===== config.mk =====
export PLATFORM = sky130hd
export DESIGN_NAME = operand_sequencer
export DESIGN_NICKNAME = d
export VERILOG_FILES = /design/src/rtl/operand_sequencer.sv
export SDC_FILE = /design/constraint.sdc
export NUM_CORES = 1
export LEC_CHECK = 0
export CORE_MARGIN = 2
export CORE_UTILIZATION = 48
export DETAILED_ROUTE_END_ITERATION = 12
export PLACE_DENSITY = 0.81
export SLEW_MARGIN = 40
export SYNTH_ARGS = -nofsm -noshare
export SYNTH_HDL_FRONTEND = slang
export SYNTH_SLANG_ARGS = --single-unit

===== constraint.sdc =====
create_clock -name clk -period 2.7 [get_ports clk]
set_clock_uncertainty 0.1 [all_clocks]
set_input_delay 0.81 -clock clk [delete_from_list [all_inputs] [get_ports clk]]
set_output_delay 0.81 -clock clk [all_outputs]
set_load 0.01 [all_outputs]

===== src/rtl/operand_sequencer.sv =====
// Two-operand entry sequencer: debounces a pushbutton and walks
// LOAD_A -> LOAD_B -> READY, latching the switch value on each press.
// Ports:
//   clk     - single clock, rising edge
//   reset   - async active-high reset
//   key_n   - raw active-low pushbutton (asynchronous)
//   clear   - sync restart of operand entry, beats a press
//   sw[3:0] - operand value, sampled on capture
//   a, b    - captured operands (registered)
//   valid   - a and b hold a completed pair (registered)
//   stage   - current FSM state code
module operand_sequencer #(
  parameter int DEBOUNCE_CYCLES = 4
) (
  input  logic       clk,
  input  logic       reset,
  input  logic       key_n,
  input  logic       clear,
  input  logic [3:0] sw,
  output logic [3:0] a,
  output logic [3:0] b,
  output logic       valid,
  output logic [1:0] stage
);

  localparam int CW = $clog2(DEBOUNCE_CYCLES) + 1;
  localparam logic [CW-1:0] LAST = CW'(DEBOUNCE_CYCLES - 1);

  localparam logic [1:0] LOAD_A = 2'b00;
  localparam logic [1:0] LOAD_B = 2'b01;
  localparam logic [1:0] READY  = 2'b10;

  logic          s1;
  logic          s2;
  logic          db;
  logic          db_d;
  logic          press;
  logic [CW-1:0] cnt;
  logic [1:0]    state;

  always_ff @(posedge clk or posedge reset) begin
    if (reset) begin
      s1 <= 1'b1;
      s2 <= 1'b1;
    end else begin
      s1 <= key_n;
      s2 <= s1;
    end
  end

  // Counter only runs while s2 disagrees with db, so it
  // tops out at LAST and can never wrap.
  always_ff @(posedge clk or posedge reset) begin
    if (reset) begin
      db  <= 1'b1;
      cnt <= '0;
    end else if (s2 == db) begin
      cnt <= '0;
    end else if (cnt == LAST) begin
      db  <= s2;
      cnt <= '0;
    end else begin
      cnt <= cnt + CW'(1);
    end
  end

  // Press is registered off a delayed copy of db: one-cycle
  // pulse after a 1->0 transition, nothing on release.
  always_ff @(posedge clk or posedge reset) begin
    if (reset) begin
      db_d  <= 1'b1;
      press <= 1'b0;
    end else begin
      db_d  <= db;
      press <= db_d & ~db;
    end
  end

  always_ff @(posedge clk or posedge reset) begin
    if (reset) begin
      state <= LOAD_A;
      a     <= '0;
      b     <= '0;
      valid <= 1'b0;
    end else if (clear) begin
      state <= LOAD_A;
      a     <= '0;
      b     <= '0;
      valid <= 1'b0;
    end else if (press) begin
      unique case (state)
        LOAD_A: begin
          a     <= sw;
          state <= LOAD_B;
        end
        LOAD_B: begin
          b     <= sw;
          valid <= 1'b1;
          state <= READY;
        end
        READY: begin
          a     <= sw;
          valid <= 1'b0;
          state <= LOAD_B;
        end
        default: begin
          state <= LOAD_A;
          valid <= 1'b0;
        end
      endcase
    end
  end

  assign stage = state;

endmodule

## After elaboration in Yosys (flattened, before gate mapping)

Cells that the tools add are included.
Widths: inputs -> output; s select.

- Flip-flop bits (word level): 19
- Output and inout bits: 11
- Word-level logic and storage cells: 42

- Add/sub/neg operators: 1
- Equality and inequality tests: 5
- Multiplexer cells: 14
- Bitwise logic cells: 3
- Reduce and logical (&&, ||, !) cells: 9

Operators by type and width:

| cell | number |
|---|---|
| $mux 4 | 6 |
| $reduce_and 2->1 | 4 |
| $mux 3 | 2 |
| $reduce_bool 2->1 | 3 |
| $mux 2 | 2 |
| $pmux 2 s2 | 1 |
| $add 3x1->3 const B | 1 |
| $eq 3x2->1 const B | 1 |
| $eq 2x1->1 const B | 1 |
| $eq 2x2->1 const B | 1 |
| $logic_not 2->1 | 1 |
| $mux 1 | 2 |
| $ne 2x2->1 const B | 1 |
| $not 1->1 | 2 |
| $pmux 1 s2 | 1 |
| $reduce_or 2->1 | 1 |
| $and 1x1->1 | 1 |
| $eq 1x1->1 | 1 |

## Logic depth before layout (Yosys ltp)

Gate-level depths: netlist of run 1.

- Word-level depth: 5
- Depth in mapped cells: 4
- Gate-level depth less buffers: 3

## Worst setup path before layout of run 1

No wires, ideal clock.

- Path kind: input to register
- Start: input clear
- End: register a[0]
- Library setup time: 0.132 ns
- Arrival time: 1.127 ns
- Data required time: 2.468 ns
- Setup slack: 1.341 ns
- Cell stages on the path: 2
- Cell sequence: clkbuf_1 nor2_1

- Word-level cells in the longest chain between the ends: 2
- Elaborated cells between the ends (all ways): 4

RTL lines:

| element | RTL line | RTL |
|---|---|---|
| start: declaration | 18 | `input logic clear,` |
| $reduce_bool 2->1 (no source line) | - |  |
| $reduce_and 2->1 (no source line) | - |  |
| end signal: assignment | 93 | `a <= sw;` |
| end signal: assignment | 102 | `a <= sw;` |
| end: declaration | 20 | `output logic [3:0] a,` |

Parallel ways exist; a longest one is shown, timed or not.
A chain may end at the register's enable or synchronous reset.

## Worst setup path in the final report of run 1

- Start: register state[0] (netlist: stage[0])
- End: output stage[0]

RTL lines:

| element | RTL line | RTL |
|---|---|---|
| start: declaration | 39 | `logic [1:0] state;` |
| start signal: assignment | 81 | `state <= LOAD_A;` |
| start signal: assignment | 86 | `state <= LOAD_A;` |
| start signal: assignment | 94 | `state <= LOAD_B;` |
| end: declaration | 23 | `output logic [1:0] stage` |

No word-level cell between the ends.

==> metrics.cfg, run 1 <==
[run_status]
status = completed

[flow_run]
cap_violations = 0

[cts]
cts_root_buffer = clkbuf_4
cts_tree = done
cts-resized-gates = 0
post_cts_buffers = 0
hold_buffers = 0
clockBufferDepth = 2
clk_pin_slew_worst_paths_ns = 0.10
cts_buffers = 3
cts_htree_levels = 1
clk_latency_ns = 0.28
cts_sinks = 19

[worst_setup_path]
critPathBufInv = 1
cp_cell_sequence = clkdlybuf4s50_1
critPathTopFamily = buffers and inverters
start_kind = flop
cp.arrival_ns = 1.27
critical_path_required_ns = 1.79
worstSetupPathType = reg -> out
cp.depth = 1
cpPeakStageDelay_ns = 0.56
critPathCaptureType = output port
crit_slowest_cell = clkdlybuf4s50_1
path_max_fanout = 5
reg2regPathDepth = 3

[power]
p_leak_nw = 0.436
ir_worst_vdd_v = 0.000516
finalPower_w = 0.000797
powerDensity_nw_per_um2 = 851

[logic_synthesis]
syn_area_um2 = 718
synth-seq-cells = 19
yosysTopAreaCell = dfrtp_1
seq_area_frac_synth_pct = 66.9
ys_warn_count = 0
syn_avg_cell_area_um2 = 13.3
async_flop_share_pct = 100
yosys-top-cells-count = dfrtp_1 (15), nor2_1 (9), mux2i_1 (8)
yosysMostFrequentCell = dfrtp_1
synth_flop_cell = dfrtp_1
synth_area_leaders = dfrtp_1 (52%), dfstp_2 (15%), mux2i_1 (11%)
synth_top_area_share_pct = 52.3
synth_edf_count = 0
ys_types = 17
syn_inst = 54
synth_fp_nets = 63

[sta]
tns_ns = 0
setup_viol = 0
fmax_ghz = 0.459
hold_violations = 0
period_minus_slack_ns = 2.18
rsz0062_at_grt = false
post-route-period-util_pct = 80.6
worst_pin_slew_ns = 0.684
drv_slew = 0
worst_slack_ns = 0.523
relSlewSlack_pct = 54.4
hold_slack_ns = 0.263

[grt]
first_global_vias = 481
grt_pass1_wl_um = 1990
gr-usage-all-layers_pct = 14.8
antenna_found_initial = 0
grt_max_degree = 20
grt_overflow = 0

[route]
drt-vias-per-instance = 5.07
wl_per_cell_um = 12.6
drt-initial-drc-count = 1
drt_pass1_iterations = 3
wl_um = 1120
vias = 451
route.detailed.drc = 0
ant_nets = 0

[layout]
n_fill_cell = 113
drive_above_1_share_pct = 12.2
synthToLayoutAreaGrowth_pct = 30.3
nNetsFinal = 84
n_antenna_cell = 0
utilization_pct = 69.3

[floorplanning]
start_util_pct = 53.2
rows = 13
die-area_um2 = 1820
dieWidth_um = 42.7
core_um2 = 1350
die_y_um = 42.7
io_pins = 19

[hold_path]
hold_class = reg -> reg
holdPathStages = 0

[placed_design]
dp_hpwl_um = 873
gp_congestion = 0.716
place_ws_ns = 0.786
io_buffers = 18

-- area by class of cell --
class | instances | area [µm²] | share of cell area (%)
repair buffers | 18 | 180 | 19.3
flip-flops and latches | 19 | 480 | 51.3
clock buffers | 3 | 22.5 | 2.41
multi-input cells | 32 | 225 | 24.1
inverters | 1 | 3.75 | 0.401
clock inverters | 1 | 5.00 | 0.535
well taps | 15 | 18.8 | 2.01
-- state kept, by name, indices dropped and copies added (netlist names) --
register / flops
valid: 1
b: 4
s1: 1
press: 1
cnt: 3
db_d: 1
db: 1
a: 4
s2: 1
stage: 2
-- power by group --
part	switching (W)	leakage, nW	internal (W)
combinational	0.000105	0.172	0.000144
sequential	0.0000496	0.246	0.000364
clock	0.0000798	0.0177	0.0000549
-- metrics by stage --
step                instance area [µm²]  std cells
floorplan                           718         54
finish                              936         89
global route                        936         89
global placement                    908         85
CTS                                 936         89
detailed placement                  908         85
-- path summary, 6_finish.rpt --
path | from | slack (ns) | endpoint
max in group asynchronous | reset | 1.25 | stage[1]
max reg2reg | press | 1.27 | a[0]
max | stage[0] | 0.52 | stage[0]
min in group asynchronous | reset | 0.81 | b[2]
min reg2reg | s1 | 0.26 | s2
min | s1 | 0.26 | s2
-- layout by cell type, fill, tap and decap left out --
cell and n:
mux2_2 1, clkdlybuf4s50_1 18, mux2i_1 8, inv_1 1, nand2b_1 1, clkinv_2 1
dfstp_2 4, clkbuf_4 3, ha_1 1, nor2b_1 3, a21oi_1 2, dfrtp_1 15
nor3_1 1, a211oi_1 1, xnor2_1 2, nor3b_1 2, nand3b_1 1, nor2_1 9
-- cell families after synthesis --
family	after synthesis	share of synthesized area [%]
DFF	19	66.9
and+or+nand+nor	17	12.0
AOI/OAI and AO/OA	3	2.44
buffers and inverters	3	1.74
adders and majority gates	1	1.74
muxes	9	12.7
xor gates and xnor gates	2	2.44
-- per-layer routing --
layer	part of all wire [%]	global-route usage, %	vias to the layer above	routed length [µm]
li1	-	-	224	-
met1	46	19.3	213	513
met2	48	23.6	12	540
met3	4.6	3.83	2	51
met4	1.3	5.63	0	14
met5	0	0	-	0
No activity file was read; power rests on OpenSTA's default activity.
==> run 2, diff against run 1 <==
Settings changed: CORE_UTILIZATION 48 to 41, PLACE_DENSITY 0.81 to 0.74.
Clock period 2.7 ns to 1.9 ns, I/O delays scaled along.
==> metrics.cfg, run 2 (synthesis gave the netlist of run 1 again) <==
[route]
drt-vias-per-instance = 5.02
drt-initial-drc-count = 9
wl_um = 1240
vias = 472
wl_per_cell_um = 13.2
route.detailed.drc = 0
ant_nets = 0
drt_pass1_iterations = 4

[sta]
relSlewSlack_pct = 67.0
tns_ns = 0
period_minus_slack_ns = 1.86
drv_slew = 0
hold_violations = 0
post-route-period-util_pct = 97.8
fmax_ghz = 0.538
setup_viol = 0
worst_pin_slew_ns = 0.494
rsz0062_at_grt = false

[layout]
synthToLayoutAreaGrowth_pct = 36.4
final_common_cell = dfrtp_1
nNetsFinal = 87
instances_no_fill = 94
reg_top3 = a: 4 flops, b: 4 flops, cnt: 3 flops
drive_above_1_share_pct = 14.3
final_cell_mix = dfrtp_1 (15), clkdlybuf4s50_1 (10), nor2_1 (9)
n_antenna_cell = 0

[floorplanning]
io_pins = 19
die_y_um = 45.9
rows = 15
die-area_um2 = 2100
start_util_pct = 42.5
core_um2 = 1690
dieWidth_um = 45.9

[worst_setup_path]
critPathTopFamily = buffers and inverters
critPathBufInv = 1
cp_cell_sequence = clkdlybuf4s50_1
cpPeakStageDelay_ns = 0.54
start_kind = flop
crit_slowest_cell = clkdlybuf4s50_1
path_max_fanout = 2
critPathCaptureType = output port
critical_path_required_ns = 1.23
cp.arrival_ns = 1.19
worstSetupPathType = reg -> out

[cts]
clk_pin_slew_worst_paths_ns = 0.10
cts_sinks = 19
cts_htree_levels = 1
clk_latency_ns = 0.29
cts_tree = done
cts_root_buffer = clkbuf_4
clockBufferDepth = 2
cts_buffers = 3

[run_status]
status = completed

[hold_path]
hold_class = reg -> reg

[grt]
first_global_vias = 435
antenna_found_initial = 0
grt_pass1_wl_um = 1900
grt_overflow = 0
grt_max_degree = 20
gr-usage-all-layers_pct = 13.8

[power]
p_leak_nw = 0.590
powerDensity_nw_per_um2 = 1180
ir_worst_vdd_v = 0.000565

[placed_design]
dp_hpwl_um = 874
io_buffers = 18
placedCellCount = 88
gp_congestion = 0.718

[flow_run]
cap_violations = 0

==> run 2: layout make-up <==
class | instances | area [µm²]
timing repair buffer | 21 | 223
clock buffer | 4 | 26.3
sequential | 19 | 480
tap | 17 | 21.3
fill | 147 | 709
inverter | 1 | 3.75
multi-input combinational | 32 | 225
==> run 2: worst paths after layout <==
check | from | endpoint | slack [ns] | cells after the start
min reg2reg | s1 | s2 | 0.26 | 0
max reg2reg | stage[0] | a[2] | 0.44 | 4
min in group asynchronous | reset | cnt[1] | 0.48 | 3
max | a[0] | a[0] | 0.04 | 1
max in group asynchronous | reset | db | 0.97 | 3
min | s1 | s2 | 0.26 | 0
==> run 2: layer usage <==
metal | wire, µm | GRT usage [%] | vias up
met5 | 0 | 0 | -
met4 | 55 | 10.3 | 0
met3 | 53 | 3.57 | 6
met2 | 551 | 18.1 | 14
met1 | 580 | 19.3 | 230
li1 | - | - | 222
==> run 2: repair_timing <==
item	4_1_cts	5_1_grt
setup buffers	2	0
hold buffers	0	0
resized for setup	0	8
endpoints found under the setup margin	2	8
==> run 2: power by group <==
part	leakage, nW	internal, W	switching [W]
combinational	0.329	0.000214	0.000159
clock	0.0150	0.0000817	0.000120
sequential	0.246	0.000517	0.0000621
==> run 2: stage by stage <==
step	utilization, %	cell area, µm²	total power (W)	worst slack [ns]	hold slack (ns)
after floorplan	-	718	0.000810	0.704	0.245
after CTS	56.8	960	0.00117	0.00658	0.265
after detailed placement	54.4	918	0.000953	0.270	0.249
final	58.0	980	0.00115	0.0426	0.263
after global placement	54.4	918	0.000940	0.298	0.246
after global routing	58.0	980	0.00122	0.00232	0.268
==> run 3, diff against run 2 <==
Settings changed: PLACE_DENSITY 0.74 to 0.72.
Clock period 1.9 ns to 1.6 ns, I/O delays scaled along.
==> metrics.cfg, run 3 (synthesis gave the netlist of run 1 again) <==
[worst_setup_path]
regToRegSetupSlack_ns = 0.24
start_kind = flop
cp.depth = 1
critPathCaptureType = output port
cp-endpoint = b[3]
r2r-end = b[1]
cp_cell_sequence = dlygate4sd2_1
path_max_fanout = 2
reg2regPathDepth = 4
cp.arrival_ns = 0.96
critPathBufInv = 1
worstSetupPathType = reg -> out
regToRegStartpoint = stage[1]
cpPeakStageDelay_ns = 0.39
critPathTopFamily = flip-flops
critical_path_required_ns = 1.02
startpoint = b[3]
crit_slowest_cell = dfrtp_1

[layout]
multi_input_area_um2 = 225
final_common_cell = dfrtp_1
synthToLayoutAreaGrowth_pct = 34.5
nNetsFinal = 89
final_cell_mix = dfrtp_1 (15), nor2_1 (9), mux2i_1 (8)
reg_top3 = a: 4 flops, b: 4 flops, cnt: 3 flops
n_antenna_cell = 0
design_area_um2 = 966
drive_above_1_share_pct = 16.5
n_fill_cell = 153
seq_area_um2 = 480

[sta]
drv_slew = 0
setup_viol = 0
fmax_ghz = 0.649
hold_violations = 0
rsz0062_at_grt = false
worst_pin_slew_ns = 0.404
period_minus_slack_ns = 1.54
relSlewSlack_pct = 73.0
post-route-period-util_pct = 96.3
tns_ns = 0

[cts]
cts_tree = done
cts_sinks = 19
clk_latency_ns = 0.28
clk_pin_slew_worst_paths_ns = 0.10
cts_htree_levels = 1
hold_buffers = 0
cts_root_buffer = clkbuf_4
clockBufferDepth = 2
cts_buffers = 3

[power]
ir_worst_vdd_v = 0.000640
p_leak_nw = 0.494
powerDensity_nw_per_um2 = 1400

[grt]
grt_pass1_wl_um = 1930
first_global_vias = 450
gr-usage-all-layers_pct = 13.5
grt_max_degree = 20
antenna_found_initial = 0
grt_overflow = 0

[route]
vias = 473
route.detailed.drc = 0
wl_um = 1120
drt-initial-drc-count = 11
wl_per_cell_um = 11.7
ant_nets = 0
drt-vias-per-instance = 4.93
drt_pass1_iterations = 4

[flow_run]
cap_violations = 0

[floorplanning]
die-area_um2 = 2100
dieWidth_um = 45.9
io_pins = 19
rows = 15
start_util_pct = 42.5
core_um2 = 1690
die_y_um = 45.9

[placed_design]
post_dp_cell_area_um2 = 933
gp_congestion = 0.698
io_buffers = 18
dp_hpwl_um = 806

[hold_path]
hold_class = reg -> reg

[run_status]
status = completed

## run 3: final cells by class
type | instances | share of cell area, %
sequential | 19 | 49.7
multi-input combinational | 32 | 23.3
timing repair buffer | 23 | 21.6
clock buffer | 4 | 2.72
tap | 17 | 2.20
inverter | 1 | 0.389
## run 3: repair_timing
item	in CTS	in global routing
setup buffers	1	1
gates resized for setup	11	4
hold endpoints to repair	0	0
setup endpoints to repair	11	5
## run 3: worst min-delay path by stage
| stage | startpoint | end | slack [ns] | depth (start not counted) |
|---|---|---|---|---|
| finish | s1 | s2 | 0.26 | 0 |
| global route | s1 | s2 | 0.27 | 0 |
| CTS | s1 | s2 | 0.26 | 0 |
| detailed placement | s1 | s2 | 0.25 | 0 |
| global placement | s1 | s2 | 0.25 | 0 |
| floorplan | s1 | s2 | 0.25 | 0 |
## run 3: metal layers
layer / global-route usage, % / routed length [µm] / share of wire (%)
met1: 16.5 / 533 / 48
met5: 0 / 0 / 0
met4: 8.57 / 11 / 0.98
met2: 20.0 / 522 / 47
met3: 4.76 / 52 / 4.6
## run 3: stage by stage
stage	setup slack, ns	hold slack (ns)	power, W	instances	util (%)
detailed placement	0.0430	0.249	0.00116	90	55.3
finish	0.0599	0.261	0.00135	96	57.2
CTS	0.0385	0.264	0.00137	95	56.4
floorplan	0.404	0.245	0.000962	54	-
global route	0.000688	0.266	0.00146	96	57.2
global placement	0.0654	0.246	0.00115	90	55.3
## run 3: power breakdown
group	switching (W)	internal (W)	leakage, nW
Sequential	0.0000701	0.000613	0.246
Combinational	0.000187	0.000247	0.234
Clock	0.000133	0.0000968	0.0150
